### src/rtl/step_activity_tracker.sv
// Step counter and activity statistics feeding the 4-digit display stage.
// Define FAST_SIM_EN to shorten the one-second tick to CLK_HZ/10000 cycles.
module step_activity_tracker #(
  parameter int unsigned CLK_HZ          = 100_000_000,
  parameter int unsigned MODE_SECS       = 2,
  parameter int unsigned STEPS_PER_TENTH = 205,
  parameter int unsigned ACTIVE_THRESH   = 32
) (
  input  logic        CLK,
  input  logic        RESET,
  input  logic        ENABLE,
  input  logic        PULSE,
  output logic [2:0]  MODE,
  output logic [13:0] binaryDigit,
  output logic        SATURATED
);

`ifdef FAST_SIM_EN
  localparam int unsigned TickCycles = (CLK_HZ / 10000 > 0) ? CLK_HZ / 10000 : 1;
`else
  localparam int unsigned TickCycles = (CLK_HZ > 0) ? CLK_HZ : 1;
`endif

  typedef enum logic [1:0] {StSteps, StDist, StActive, StRate} mode_e;

  function automatic logic [15:0] sat_inc(input logic [15:0] v);
    return (v == 16'hFFFF) ? v : v + 16'd1;
  endfunction

  function automatic logic [13:0] clamp(input logic [15:0] v);
    return (v > 16'd9999) ? 14'd9999 : v[13:0];
  endfunction

  logic        pulse_s1_q, pulse_s2_q, pulse_s3_q;
  logic        step, tick, mode_change;
  logic [31:0] cyc_q, cyc_d;
  logic [15:0] steps_q, steps_d;
  logic [15:0] tenth_q, tenth_d;
  logic [15:0] dist_q, dist_d;
  logic [15:0] sec_q, sec_d;
  logic [15:0] rate_q, rate_d;
  logic [15:0] active_q, active_d;
  logic [15:0] msec_q, msec_d;
  logic        sat_q, sat_d;
  logic [13:0] digit_q, digit_d;
  mode_e       state_q, state_d;

  assign step = pulse_s2_q & ~pulse_s3_q & ENABLE;
  assign tick = (cyc_q == 32'(TickCycles - 1));

  always_comb begin
    cyc_d    = tick ? 32'd0 : cyc_q + 32'd1;
    steps_d  = steps_q;
    tenth_d  = tenth_q;
    dist_d   = dist_q;
    sec_d    = sec_q;
    rate_d   = rate_q;
    active_d = active_q;
    msec_d   = msec_q;
    sat_d    = sat_q;
    state_d  = state_q;

    if (step) begin
      steps_d = sat_inc(steps_q);
      if (steps_q == 16'd9999) sat_d = 1'b1;
      if (tenth_q == 16'(STEPS_PER_TENTH - 1)) begin
        tenth_d = 16'd0;
        dist_d  = sat_inc(dist_q);
      end else begin
        tenth_d = tenth_q + 16'd1;
      end
    end

    if (tick) begin
      rate_d = sec_q;
      if (sec_q >= 16'(ACTIVE_THRESH)) active_d = sat_inc(active_q);
      // A step on the tick edge belongs to the second that is just starting.
      sec_d = step ? 16'd1 : 16'd0;
      if (msec_q == 16'(MODE_SECS - 1)) begin
        msec_d = 16'd0;
        unique case (state_q)
          StSteps:  state_d = StDist;
          StDist:   state_d = StActive;
          StActive: state_d = StRate;
          StRate:   state_d = StSteps;
        endcase
      end else begin
        msec_d = msec_q + 16'd1;
      end
    end else if (step) begin
      sec_d = sat_inc(sec_q);
    end
  end

  // Normally the display lags its source by one cycle; on a mode change it takes the
  // freshly updated value so MODE and binaryDigit switch together.
  assign mode_change = (state_d != state_q);

  always_comb begin
    digit_d = 14'd0;
    unique case (state_d)
      StSteps:  digit_d = clamp(mode_change ? steps_d  : steps_q);
      StDist:   digit_d = clamp(mode_change ? dist_d   : dist_q);
      StActive: digit_d = clamp(mode_change ? active_d : active_q);
      StRate:   digit_d = clamp(mode_change ? rate_d   : rate_q);
    endcase
  end

  always_ff @(posedge CLK or negedge RESET) begin
    if (!RESET) begin
      pulse_s1_q <= 1'b0;
      pulse_s2_q <= 1'b0;
      pulse_s3_q <= 1'b0;
      cyc_q      <= 32'd0;
      steps_q    <= 16'd0;
      tenth_q    <= 16'd0;
      dist_q     <= 16'd0;
      sec_q      <= 16'd0;
      rate_q     <= 16'd0;
      active_q   <= 16'd0;
      msec_q     <= 16'd0;
      sat_q      <= 1'b0;
      digit_q    <= 14'd0;
      state_q    <= StSteps;
    end else begin
      pulse_s1_q <= PULSE;
      pulse_s2_q <= pulse_s1_q;
      pulse_s3_q <= pulse_s2_q;
      cyc_q      <= cyc_d;
      steps_q    <= steps_d;
      tenth_q    <= tenth_d;
      dist_q     <= dist_d;
      sec_q      <= sec_d;
      rate_q     <= rate_d;
      active_q   <= active_d;
      msec_q     <= msec_d;
      sat_q      <= sat_d;
      digit_q    <= digit_d;
      state_q    <= state_d;
    end
  end

  assign MODE        = {1'b0, state_q};
  assign binaryDigit = digit_q;
  assign SATURATED   = sat_q;

endmodule

### config.mk
export PLATFORM = sky130hd
export DESIGN_NAME = step_activity_tracker
export DESIGN_NICKNAME = d
export VERILOG_FILES = /design/src/rtl/step_activity_tracker.sv
export SDC_FILE = /design/constraint.sdc
export NUM_CORES = 1
export LEC_CHECK = 0
export CAP_MARGIN = 0
export CORE_UTILIZATION = 62
export CTS_CLUSTER_SIZE = 16
export DETAILED_ROUTE_END_ITERATION = 10
export GPL_TIMING_DRIVEN = 0
export PLACE_DENSITY = 0.9
export RECOVER_POWER = 50
export SKIP_LAST_GASP = 1
export SLEW_MARGIN = 20
export SYNTH_ARGS = -nofsm -noshare
export SYNTH_HDL_FRONTEND = slang
export SYNTH_SLANG_ARGS = --single-unit
### constraint.sdc
create_clock -name CLK -period 6.35 [get_ports CLK]
set_input_delay 1.27 -clock CLK [delete_from_list [all_inputs] [get_ports CLK]]
set_output_delay 1.27 -clock CLK [all_outputs]
set_load 0.02 [all_outputs]
Word level (Yosys, flattened, before mapping)

Index checks and enable logic that the tools add are counted.

Flip-flop bits (word level): 164
RAM bits: 0
Memories: 0
Output and inout bits: 18
Logic and storage cells: 78
Latch bits: 0
Input bits: 4
ROM bits: 0

Add/sub/neg operators: 7
Equal/unequal tests: 16
Reduce and logical (&&, ||, !) cells: 5
$mul: 0
$lt $le $gt $ge: 5
Shift operators: 0
Bitwise gates (word level): 3
Muxes and demuxes: 28
Div/mod/pow operators: 0

Operators by type and width:

| operator                                              | number |
|---|---|
| 2-to-1 mux 16 bit                                     | 18 |
| adder 16 x 1 -> 16 bit (second input constant)        | 6 |
| == test 16 bit (second input constant)                | 4 |
| > comparator 16 x 14 -> 1 bit (second input constant) | 4 |
| 2-to-1 mux 14 bit                                     | 4 |
| case mux 14 bit (4 select lines)                      | 1 |
| adder 32 x 1 -> 32 bit (second input constant)        | 1 |
| == test 32 x 27 -> 1 bit (second input constant)      | 1 |
| 2-to-1 mux 32 bit                                     | 1 |
| == test 16 x 1 -> 1 bit (second input constant)       | 1 |
| == test 16 x 14 -> 1 bit (second input constant)      | 1 |
| == test 16 x 8 -> 1 bit (second input constant)       | 1 |
| >= comparator 16 x 6 -> 1 bit (second input constant) | 1 |
| == test 2 bit (second input constant)                 | 4 |
| case mux 2 bit (4 select lines)                       | 1 |
| == test 2 x 1 -> 1 bit (second input constant)        | 2 |
| zero test 2 bit                                       | 2 |
| 2-to-1 mux 2 bit                                      | 2 |
| AND reduction 2 bit                                   | 2 |
| AND 1 bit                                             | 2 |
| != test 2 bit                                         | 1 |
| != test 2 bit (second input constant)                 | 1 |
| nonzero test 2 bit                                    | 1 |
| 2-to-1 mux 1 bit                                      | 1 |
| NOT 1 bit                                             | 1 |

Logic depth before layout (Yosys ltp)

Gate-level depths: netlist (run 1).

Word-level depth: 9
Mapped depth: 13
Gate-level depth less buffers: 11

Worst setup path before layout (run 1)

Ideal clock, no wire load.

Kind: input -> register
Start: input ENABLE
End: register digit_q[10], in the netlist binaryDigit[10]
Required time: 6.227 ns
Slack: 2.658 ns
Data arrival time: 3.570 ns
Path buffers: 2
Stages: 11
Cells stage by stage: nand3b_1 or2_2 or3_1 clkbuf_1 or2_1 clkbuf_1 nor4b_1 o2bb2ai_1 a22oi_2 nor2_1 o221a_2

Longest elaborated chain between the ends: 6
Elaborated cells on any way between the ends: 10
Classes of those cells: order compare (2); mux (7); bitwise (1)

Ends and longest elaborated chain:

| what                                 | line     | source |
|---|---|---|
| from (decl)                          | 11       | `input logic ENABLE,` |
| AND 1 bit (*)                        | 48       | `assign step = pulse_s2_q & ~pulse_s3_q & ENABLE;` |
| 2-to-1 mux 16 bit                    | 63       | `if (step) begin` |
| 2-to-1 mux 16 bit (on tied branches) | 103, 102 |  |
| > comparator 16 x 14 -> 1 bit        | 31       | `return (v > 16'd9999) ? 14'd9999 : v[13:0];` |
| 2-to-1 mux 14 bit                    | 31       |  |
| case mux 14 bit (4 select lines) (*) | 101      | `unique case (state_d)` |
| named net digit_d[10]                | 45       | `logic [13:0] digit_q, digit_d;` |
| to (signal assigned)                 | 138      | `digit_q <= digit_d;` |
| to (decl)                            | 45       |  |

The timed path passes the listed nets; every way through them passes the cells marked *.
A chain may end at the register's enable or synchronous reset.

Worst setup path after layout (run 1)

Start: register cyc_q[0]
End: register digit_q[9], in the netlist binaryDigit[9]

Longest elaborated chain between the ends: 7
Elaborated cells on any way between the ends: 22
Classes of those cells: order compare (4); eq/ne (5); mux (12); reduce/logical (1)

Ends and longest elaborated chain:

| what                                 | line | source |
|---|---|---|
| from (decl)                          | 36   | `logic [31:0] cyc_q, cyc_d;` |
| from (signal assigned)               | 129  | `cyc_q <= cyc_d;` |
| == test 32 x 27 -> 1 bit (*)         | 49   | `assign tick = (cyc_q == 32'(TickCycles - 1));` |
| 2-to-1 mux 2 bit (*)                 | 74   | `if (tick) begin` |
| named net state_d[1]                 | 46   | `mode_e state_q, state_d;` |
| != test 2 bit                        | 97   | `assign mode_change = (state_d != state_q);` |
| 2-to-1 mux 16 bit (on tied branches) | n/a  |  |
| > comparator 16 x 14 -> 1 bit        | 31   |  |
| 2-to-1 mux 14 bit                    | 31   |  |
| case mux 14 bit (4 select lines) (*) | 101  |  |
| named net digit_d[9]                 | 45   |  |

Marked as above.

==> run metrics, run 1 <==
outcome=finished, violations left; violations in the final reports=capacitance limit, slew limit; min setup slack post-route=1.933 ns; Synth Area per Inst=9.013 um2; Placed Area=9782 um2; CP Class=flop to flop; Total Power Consumption=2.340 mW; effective utilization at floorplan=0.6388; worst path arrival time=4.71 ns; async set-or-reset flop fraction in the synthesized netlist=1.000; die outline width=124.6 um; DRC Markers=0; Skew-Pair Late Insertion Delay=0.43 ns; gate count of the mapped netlist=1034; main flop type after synthesis=dfrtp_1; combined global-route utilization of all metal layers=0.3040; Layout Nets=1090; final design instance area without fill=10310 um2; Req. time, crit path=6.65 ns; Worst-path clk slew=0.06 ns; Post-synth EDFFs=0; ratio of cells with drive above 1 in the final layout=0.05709; Core Region=14590 um2; number of global-route vias before repair=7802; type of the most critical hold path=flop to flop; wire length of the first global-routing pass=38.05 mm; number of setup violations in the final report=0; Max Freq=0.2264 GHz; Min Hold Slack=0.3986 ns; critical hold path startpoint=pulse_s1_q; standard-cell row count=44; post_cts resized=0; clock net sink count=164; Detailed Route Iter0 Violations=863; final max-slew violation count=73; leading post-synthesis cells by cell area=dfrtp_1, xnor2_1, nand2_1; via count of the routed design=8153; number of distinct standard cells referenced by the synthesized netlist=75; static power due to leakage=4.408 nW; cell at the root of the clock tree=clkbuf_16; DIE AREA=15530 um2; Die Ht=124.6 um; Hold Crit Depth=0; area share of the leading cell type in the synthesized netlist=0.4404; max-cap violations=1; final cell count without fillers=1270; final critical path time including I/O delays and setup=4.417 ns; launching point of the worst reg2reg path=cyc_q[0]; CTS Hold Buffers Added=0; worst slew margin relative to its limit=-1.616; # diodes=0; setup clock skew after layout=0.007364 ns; PwrDens=226.9 nW/um2; number of failing hold endpoints at the final stage=0; r2r setup slk=1.93 ns; antenna-violating nets left=0; DR WL/cell=17.94 um; remaining global-route overflow=0; total of flip-flops plus latches after synthesis=164; sequential share of the synthesized area=0.4404; DP Wirelength=15.95 mm; number of setup buffers added after CTS=0; Reg2Reg Capture Point=binaryDigit[9]; I/O pins=22; count of yosys warnings during synthesis=0; r2r worst-path depth=10; H-tree depth reported by CTS=4; routed wire length=22.78 mm; startpoint class of the critical path=flop; DP Cell Count=1239; Num CTS Buffers=17; TritonCTS clock tree=built; Hold Path End=pulse_s2_q; GP Congestion=0.9505; RSZ-0062 raised after global routing=false; top cell type by total area after synthesis=dfrtp_1; maximum net fanout on the critical path=10; maximum count of clock buffers along a single path=2; worst slew pin tran=3.924 ns; VDD IR-drop max=0.2403 mV; minimum setup slack after placement=1.746 ns; number of antenna violations at the first check in global routing=0; maximum number of pins on one net before global-route repair=93; via-per-instance ratio=6.420; kind of capture point of the worst setup path=flop; Area growth, synth to finish=10.66%; post-synthesis net count=1050; number of fill cells=1063; summed instance area of the synthesized netlist=9319 um2; first drt pass iteration count=7; total of buffers placed on input and output ports=20; final worst path period share=0.6957
-- logic make-up after synthesis --
logic type | count (synthesis) | share of synthesized area
simple gates | 502 | 0.2735
fa+ha+maj | 12 | 0.01611
compound gates | 139 | 0.09801
buf+inv | 70 | 0.02994
mux | 24 | 0.02699
flops | 164 | 0.4404
xor+xnor | 122 | 0.1147
other cells | 1 | 0.0004024
-- power breakdown --
group	total, mW	internal, mW	switching, mW	leakage [nW]
clock network	0.953	0.545	0.408	0.256
registers	1.16	1.10	0.0568	2.24
logic	0.229	0.0973	0.132	1.91
-- layout by cell type (no fill, tap or decap), types with 4 or more instances in the layout --
cell type,instances
nand2_1,143
xnor2_1,69
ha_1,12
nand2b_1,4
a211oi_1,6
nor4_1,24
clkbuf_16,17
inv_1,16
xor2_1,53
o31ai_1,7
mux2i_1,15
o221ai_1,4
dfrtp_1,164
clkbuf_1,48
nor2b_1,4
o21ai_0,27
a21oi_1,37
nor4b_1,4
mux2_2,9
nand3_1,52
nor3_1,28
o211a_1,4
and4_1,13
a31oi_1,14
or2_2,10
and3_1,29
o22ai_1,5
and2_1,7
buf_1,5
clkinv_2,4
a21o_1,4
nand4_1,51
or3_1,10
clkdlybuf4s50_1,18
nor2_1,98
-- Yosys cell counts, types with 14 or more instances --
| library cell | n |
|---|---|
| and3_1 | 29 |
| mux2i_1 | 15 |
| clkbuf_1 | 43 |
| inv_1 | 16 |
| dfrtp_1 | 164 |
| xor2_1 | 53 |
| xnor2_1 | 69 |
| nand4_1 | 51 |
| a21oi_1 | 37 |
| nand2_1 | 143 |
| nor4_1 | 25 |
| nand3_1 | 51 |
| o21ai_0 | 27 |
| a31oi_1 | 14 |
| nor2_1 | 98 |
| nor3_1 | 29 |
-- how the worst max path moves through the flow --
stage / start / to / slack, ns / depth (start not counted)
2_1_floorplan: ENABLE / binaryDigit[10] / 2.66 / 11
3_3_place_gp: RESET / msec_q[9] / -2.37 / 1
3_5_place_dp: ENABLE / binaryDigit[10] / 1.75 / 12
4_1_cts: cyc_q[0] / binaryDigit[7] / 2.10 / 12
5_1_grt: RESET / dist_q[0] / 1.09 / 1
6_report: cyc_q[0] / binaryDigit[9] / 1.93 / 10
-- per-stage QoR --
| stage | util | setup TNS [ns] |
|---|---|---|
| detailed placement | 0.6705 | 0 |
| global placement | 0.6683 | -386.15 |
| floorplan | - | 0 |
| finish | 0.7069 | 0 |
| CTS | 0.7072 | 0 |
| global route | 0.7069 | 0 |
-- sequential cells by signal, summed over array words and instances (netlist names) --
| signal | flops |
|---|---|
| cyc_q | 32 |
| active_q | 16 |
| dist_q | 16 |
| msec_q | 16 |
| rate_q | 16 |
| sec_q | 16 |
| steps_q | 16 |
| tenth_q | 16 |
| binaryDigit | 14 |
| state_q | 2 |
| SATURATED | 1 |
| pulse_s1_q | 1 |
| pulse_s2_q | 1 |
| pulse_s3_q | 1 |
-- worst max-delay path: stages (launching register included) --
cell and delay, ns:
dfrtp_1 0.39, ha_1 0.20, nand3_1 0.15, or4_1 0.54
buf_4 0.20, nor4_1 0.53, mux2i_1 0.74, clkinv_1 0.49
nor2_1 0.47, o21ai_1 0.25, o221a_1 0.31
-- final cells by class --
cell class	count	area [um2]	area share
buffer	52	211.5	0.02050
clock buffer	22	454.2	0.04404
clock inverter	9	81.33	0.007886
inverter	18	67.56	0.006552
multi-input combinational	800	4942	0.4793
sequential	164	4104	0.3980
tap	184	230.2	0.02232
timing repair buffer	21	221.5	0.02148
-- per-layer routing --
| metal | GRT usage | wire length [um] | vias to the layer above |
|---|---|---|---|
| li1 | - | - | 3765 |
| met1 | 0.3933 | 9560 | 3921 |
| met2 | 0.5028 | 10790 | 396 |
| met3 | 0.05584 | 1734 | 71 |
| met4 | 0.1254 | 696 | 0 |
| met5 | 0 | 0 | - |
Power figures use the tool's default switching activity.
==> run 2: changes to the inputs <==
--- a/config.mk
+++ b/config.mk
@@ -6,11 +6,11 @@
 export NUM_CORES = 1
 export LEC_CHECK = 0
 export CAP_MARGIN = 0
-export CORE_UTILIZATION = 62
+export CORE_UTILIZATION = 57
 export CTS_CLUSTER_SIZE = 16
 export DETAILED_ROUTE_END_ITERATION = 10
 export GPL_TIMING_DRIVEN = 0
-export PLACE_DENSITY = 0.9
+export PLACE_DENSITY = 0.87
 export RECOVER_POWER = 50
 export SKIP_LAST_GASP = 1
 export SLEW_MARGIN = 20
==> constraint.sdc (replaced) <==
create_clock -name CLK -period 3.9 [get_ports CLK]
set_input_delay 0.78 -clock CLK [delete_from_list [all_inputs] [get_ports CLK]]
set_output_delay 0.78 -clock CLK [all_outputs]
set_load 0.02 [all_outputs]
==> run metrics, run 2 (same netlist as run 1, synthesis figures left out) <==
outcome=finished, violations left; violations in the final reports=capacitance limit, slew limit; switching fraction of total power=0.2575; cell at the root of the clock tree=clkbuf_16; number of failing hold endpoints at the final stage=0; via count of the routed design=8183; clock net sink count=164; PwrDens=367.0 nW/um2; CTS Hold Buffers Added=0; first drt pass iteration count=7; DIE AREA=16860 um2; Bufs and invs on worst path=2; Worst-path clk slew=0.06 ns; Req. time, crit path=4.21 ns; final setup TNS=0 ns; wire length of the first global-routing pass=37.85 mm; antenna-violating nets left=0; final worst path period share=0.9655; minimum setup slack after placement=-0.4254 ns; Critical Path Slowest Stage Cell=or4_4; maximum count of clock buffers along a single path=2; VDD IR-drop max=0.4028 mV; Area growth, synth to finish=13.78%; combined global-route utilization of all metal layers=0.2903; worst path arrival time=4.08 ns; effective utilization at floorplan=0.5845; DRC Markers=0; most flop-heavy register=cyc_q; Die Ht=129.9 um; flip-flop count of the largest register, all copies and words added=32; TritonCTS clock tree=built; static power due to leakage=4.540 nW; fraction of power consumed by combinational cells=0.099; worst slew margin relative to its limit=-0.8823; number of antenna violations at the first check in global routing=0; Layout Nets=1101; remaining global-route overflow=0; most frequent standard cell in the layout excluding fill and tap cells=dfrtp_1; final max-slew violation count=52; max-cap violations=1; CP Class=flop to flop; final cell count without fillers=1313; routed wire length=23.54 mm; min setup slack post-route=0.1344 ns; number of setup violations in the final report=0; total of buffers placed on input and output ports=20; met1 track utilization from global routing=0.3672; Placed Area=9854 um2; RSZ-0062 raised after global routing=false; final design instance area without fill=10600 um2; DP Wirelength=16.15 mm; H-tree depth reported by CTS=4; number of global-route vias before repair=7861; type of the most critical hold path=flop to flop; busiest layer in global routing=met2; Core Region=15940 um2; internal portion of total power=2.889 mW; relative contribution of the clock network to total power=0.416; Seq pwr share=0.485; highest-count cells in the layout ignoring fill and taps=dfrtp_1, nand2_1, nor2_1; met2 layer usage reported by global route=0.4794; DP Cell Count=1272; utilization after layout=0.6650; maximum number of pins on one net before global-route repair=59; DR WL/cell=17.93 um; Skew-Pair Late Insertion Delay=0.44 ns; via-per-instance ratio=6.232; ratio of cells with drive above 1 in the final layout=0.09389; Num CTS Buffers=17; worst slew pin tran=2.824 ns; # diodes=0; die outline width=129.9 um; GP Congestion=0.9481; Critical Path Max Stage Delay=0.59 ns; kind of capture point of the worst setup path=flop; I/O pins=22; Detailed Route Iter0 Violations=776; Max Freq=0.2656 GHz; setup clock skew after layout=0.01057 ns; sequence of cells on the critical path=ha_2 > nand3_2 > or4_4 > buf_6 > or4_4 > buf_6 > o31ai_1 > a21boi_1 > o221a_1 > or2_1 > a21o_2 > o221a_1; standard-cell row count=46; switching power=1.002 mW; Largest delay share family, worst path=simple AND/OR/NAND/NOR gates; final critical path time including I/O delays and setup=3.766 ns; grt met3 use=0.05207; maximum net fanout on the critical path=10; startpoint class of the critical path=flop
==> run 2: cell count changes in the layout (fill, tap and decap cells not counted), moves of 3 or more <==
cell      delta
clkbuf_2     +4
clkbuf_8     +3
nor3_2       +3
nor4_1       -3
buf_4        +9
clkbuf_1     -6
nor3_1       -4
==> run 2: routing by layer <==
metal | share of wire | up-vias
met1 | 0.41 | 3962
met2 | 0.48 | 375
met3 | 0.072 | 72
li1 | - | 3774
met4 | 0.036 | 0
met5 | 0 | -
==> run 2: path summary, 6_finish.rpt <==
kind | from | end | slack [ns] | cells after the start
max | cyc_q[0] | binaryDigit[3] | 0.13 | 12
min | pulse_s1_q | pulse_s2_q | 0.35 | 0
max reg2reg | cyc_q[0] | binaryDigit[3] | 0.13 | 12
min reg2reg | pulse_s1_q | pulse_s2_q | 0.35 | 0
max in group asynchronous | RESET | state_q[1] | 0.85 | 3
min in group asynchronous | RESET | tenth_q[11] | 1.24 | 1
==> run 2: power groups by stage <==
stage / registers [mW] / logic (mW) / clock network (mW)
after floorplan: 1.92 / 0.195 / 0
after global placement: 1.91 / 0.355 / 0
after detailed placement: 1.92 / 0.377 / 0
after CTS: 1.88 / 0.384 / 1.64
after global routing: 1.90 / 0.424 / 1.71
final: 1.89 / 0.384 / 1.62
==> run 2: metrics by stage <==
step | power, mW | hold slack (ns)
floorplan | 2.115 | 0.3312
global placement | 2.264 | 0.3347
detailed placement | 2.292 | 0.3371
CTS | 3.905 | 0.2383
global route | 4.031 | 0.3561
finish | 3.891 | 0.3511
==> run 2: area by class of cell <==
class | count | area [um2]
Tap cell | 216 | 270.3
Inverter | 18 | 67.56
Buffer | 52 | 220.2
Clock inverter | 8 | 76.32
Sequential cell | 164 | 4106
Multi-Input combinational cell | 800 | 5066
Timing Repair Buffer | 32 | 307.8
Fill cell | 1169 | 5340
Clock buffer | 23 | 488.0
==> run 2: worst reg2reg max path, stage by stage, from the launching register on <==
cell      delay (ns)
dfrtp_1         0.38
ha_2            0.21
nand3_2         0.13
or4_4           0.51
buf_6           0.17
or4_4           0.59
buf_6           0.17
o31ai_1         0.26
a21boi_1        0.11
o221a_1         0.31
or2_1           0.25
a21o_2          0.28
o221a_1         0.27
==> run 2: repair_timing <==
action	4_1_cts	5_1_grt
endpoints found under the setup margin	13	14
pin swaps	1	2
buffers inserted	6	4
gates resized for setup	5	30
==> run 3: changes to the inputs <==
--- a/config.mk
+++ b/config.mk
@@ -6,11 +6,12 @@
 export NUM_CORES = 1
 export LEC_CHECK = 0
 export CAP_MARGIN = 0
-export CORE_UTILIZATION = 57
+export CORE_UTILIZATION = 58
 export CTS_CLUSTER_SIZE = 16
 export DETAILED_ROUTE_END_ITERATION = 10
+export DONT_BUFFER_PORTS = 1
 export GPL_TIMING_DRIVEN = 0
-export PLACE_DENSITY = 0.87
+export PLACE_DENSITY = 0.86
 export RECOVER_POWER = 50
 export SKIP_LAST_GASP = 1
 export SLEW_MARGIN = 20
==> run metrics, run 3 (same netlist as run 1, synthesis figures left out) <==
minimum setup slack after placement=-0.4383 ns; CP Class=flop to flop; Num CTS Buffers=17; worst setup path startpoint=state_q[0]; most frequent standard cell in the layout excluding fill and tap cells=dfrtp_1; worst path arrival time=4.10 ns; H-tree depth reported by CTS=4; DP Wirelength=15.68 mm; cell at the root of the clock tree=clkbuf_16; DRC Markers=0; outcome=completed; worst slew pin tran=0.9296 ns; Skew-Pair Late Insertion Delay=0.44 ns; wire length of the first global-routing pass=37.66 mm; flip-flop count of the largest register, all copies and words added=32; DR WL/cell=18.23 um; final max-slew violation count=0; number of antenna violations at the first check in global routing=0; maximum net fanout on the critical path=10; number of global-route vias before repair=7649; Core Region=15430 um2; CTS Hold Buffers Added=0; Reg area=4106 um2; kind of capture point of the worst setup path=flop; DIE AREA=16580 um2; final cell count without fillers=1283; final critical path time including I/O delays and setup=3.808 ns; number of fill cells=1237; combined global-route utilization of all metal layers=0.2959; effective utilization at floorplan=0.6041; area of the multi-input gates=5081 um2; Worst-path clk slew=0.06 ns; I/O pins=22; Die Ht=128.8 um; PwrDens=370.0 nW/um2; number of setup violations in the final report=0; GP Congestion=0.9121; min setup slack post-route=0.09195 ns; startpoint class of the critical path=flop; antenna-violating nets left=0; # diodes=0; static power due to leakage=4.466 nW; via count of the routed design=8091; first drt pass iteration count=8; ratio of cells with drive above 1 in the final layout=0.08862; VDD IR-drop max=0.3436 mV; via-per-instance ratio=6.306; highest-count cells in the layout ignoring fill and taps=dfrtp_1, nand2_1, nor2_1; die outline width=128.8 um; most flop-heavy register=cyc_q; total of buffers placed on input and output ports=0; standard-cell row count=45; type of the most critical hold path=input pin to async pin; final worst path period share=0.9764; setup clock skew after layout=0.008315 ns; maximum count of clock buffers along a single path=2; worst slew margin relative to its limit=0.3746; Area growth, synth to finish=11.12%; DP Cell Count=1245; launching point of the worst reg2reg path=state_q[0]; clock net sink count=164; TritonCTS clock tree=built; remaining global-route overflow=0; routed wire length=23.39 mm; RSZ-0062 raised after global routing=true; max-cap violations=0; maximum number of pins on one net before global-route repair=165; Layout Nets=1075; number of failing hold endpoints at the final stage=0; Req. time, crit path=4.19 ns; Max Freq=0.2626 GHz; Detailed Route Iter0 Violations=1101
==> run 3: cell types whose count changed in the layout (fill, tap and decap cells not counted), sizes merged <==
cell           previous run  this run
buf                      21        16
bufinv                    1         2
clkbuf                   67        62
clkdlybuf4s50            18         0
clkinv                    6         7
clkinvlp                  3         4
dlygate4sd3               1         0
inv                      16        17
==> run 3: critical path, cell delays in order (launching register included) <==
cell and delay, ns:
dfrtp_2 0.49, inv_1 0.10, ha_1 0.22, or3b_2 0.48, a311oi_1 0.26, or4b_4 0.56, clkbuf_2 0.25, nor2_1 0.14
nand4_1 0.13, o211a_1 0.29, clkbuf_1 0.23, a21oi_1 0.31, o221ai_1 0.18
==> run 3: routing by layer <==
layer	global-route usage	share of wire	up-vias	routed length (um)
met4	0.1370	0.037	0	859
met1	0.3635	0.41	3906	9518
met5	0	0	-	0
met3	0.06237	0.069	80	1615
met2	0.5005	0.49	385	11400
li1	-	-	3720	-
==> run 3: cell type report <==
cell class,count,share of cell area
clock inverters,12,0.01269
inverters,18,0.006525
flip-flops and latches,164,0.3966
plain buffers,51,0.02078
well taps,211,0.02550
repair buffers,7,0.005075
clock buffers,20,0.04217
multi-input cells,800,0.4907
==> run 3: stage by stage <==
| step | utilization | total power, mW | hold slack, ns | setup TNS, ns | cell area, um2 |
|---|---|---|---|---|---|
| after floorplan | - | 2.115 | 0.3312 | 0 | 9319 |
| after global placement | 0.6212 | 2.184 | 0.3324 | -3.171 | 9583 |
| after detailed placement | 0.6212 | 2.195 | 0.3413 | -3.497 | 9583 |
| after CTS | 0.6615 | 3.828 | 0.02876 | 0 | 10200 |
| after global routing | 0.6712 | 3.956 | 0.01278 | -0.03017 | 10350 |
| final | 0.6712 | 3.831 | 0.02994 | 0 | 10350 |
==> run 3: worst paths after layout <==
check,to,slack [ns],cells past startpoint
setup / recovery,binaryDigit[7],0.09,12
hold / removal,tenth_q[8],0.03,0
setup reg to reg,binaryDigit[7],0.09,12
max in group asynchronous,state_q[1],3.57,0
hold reg to reg,pulse_s2_q,0.35,0
min in group CLK,pulse_s2_q,0.35,0
==> run 3: what timing repair did <==
| item | CTS | global route |
|---|---|---|
| gates resized for setup | 11 | 25 |
| endpoints found under the setup margin | 14 | 14 |
| setup buffers | 2 | 5 |
| pin swaps | 1 | 3 |
==> run 3: power breakdown <==
group	total, mW	switching (mW)	internal [mW]	leakage [nW]
Clock	1.65	0.705	0.941	0.266
Combinational	0.266	0.151	0.115	1.96
Sequential	1.92	0.127	1.79	2.24
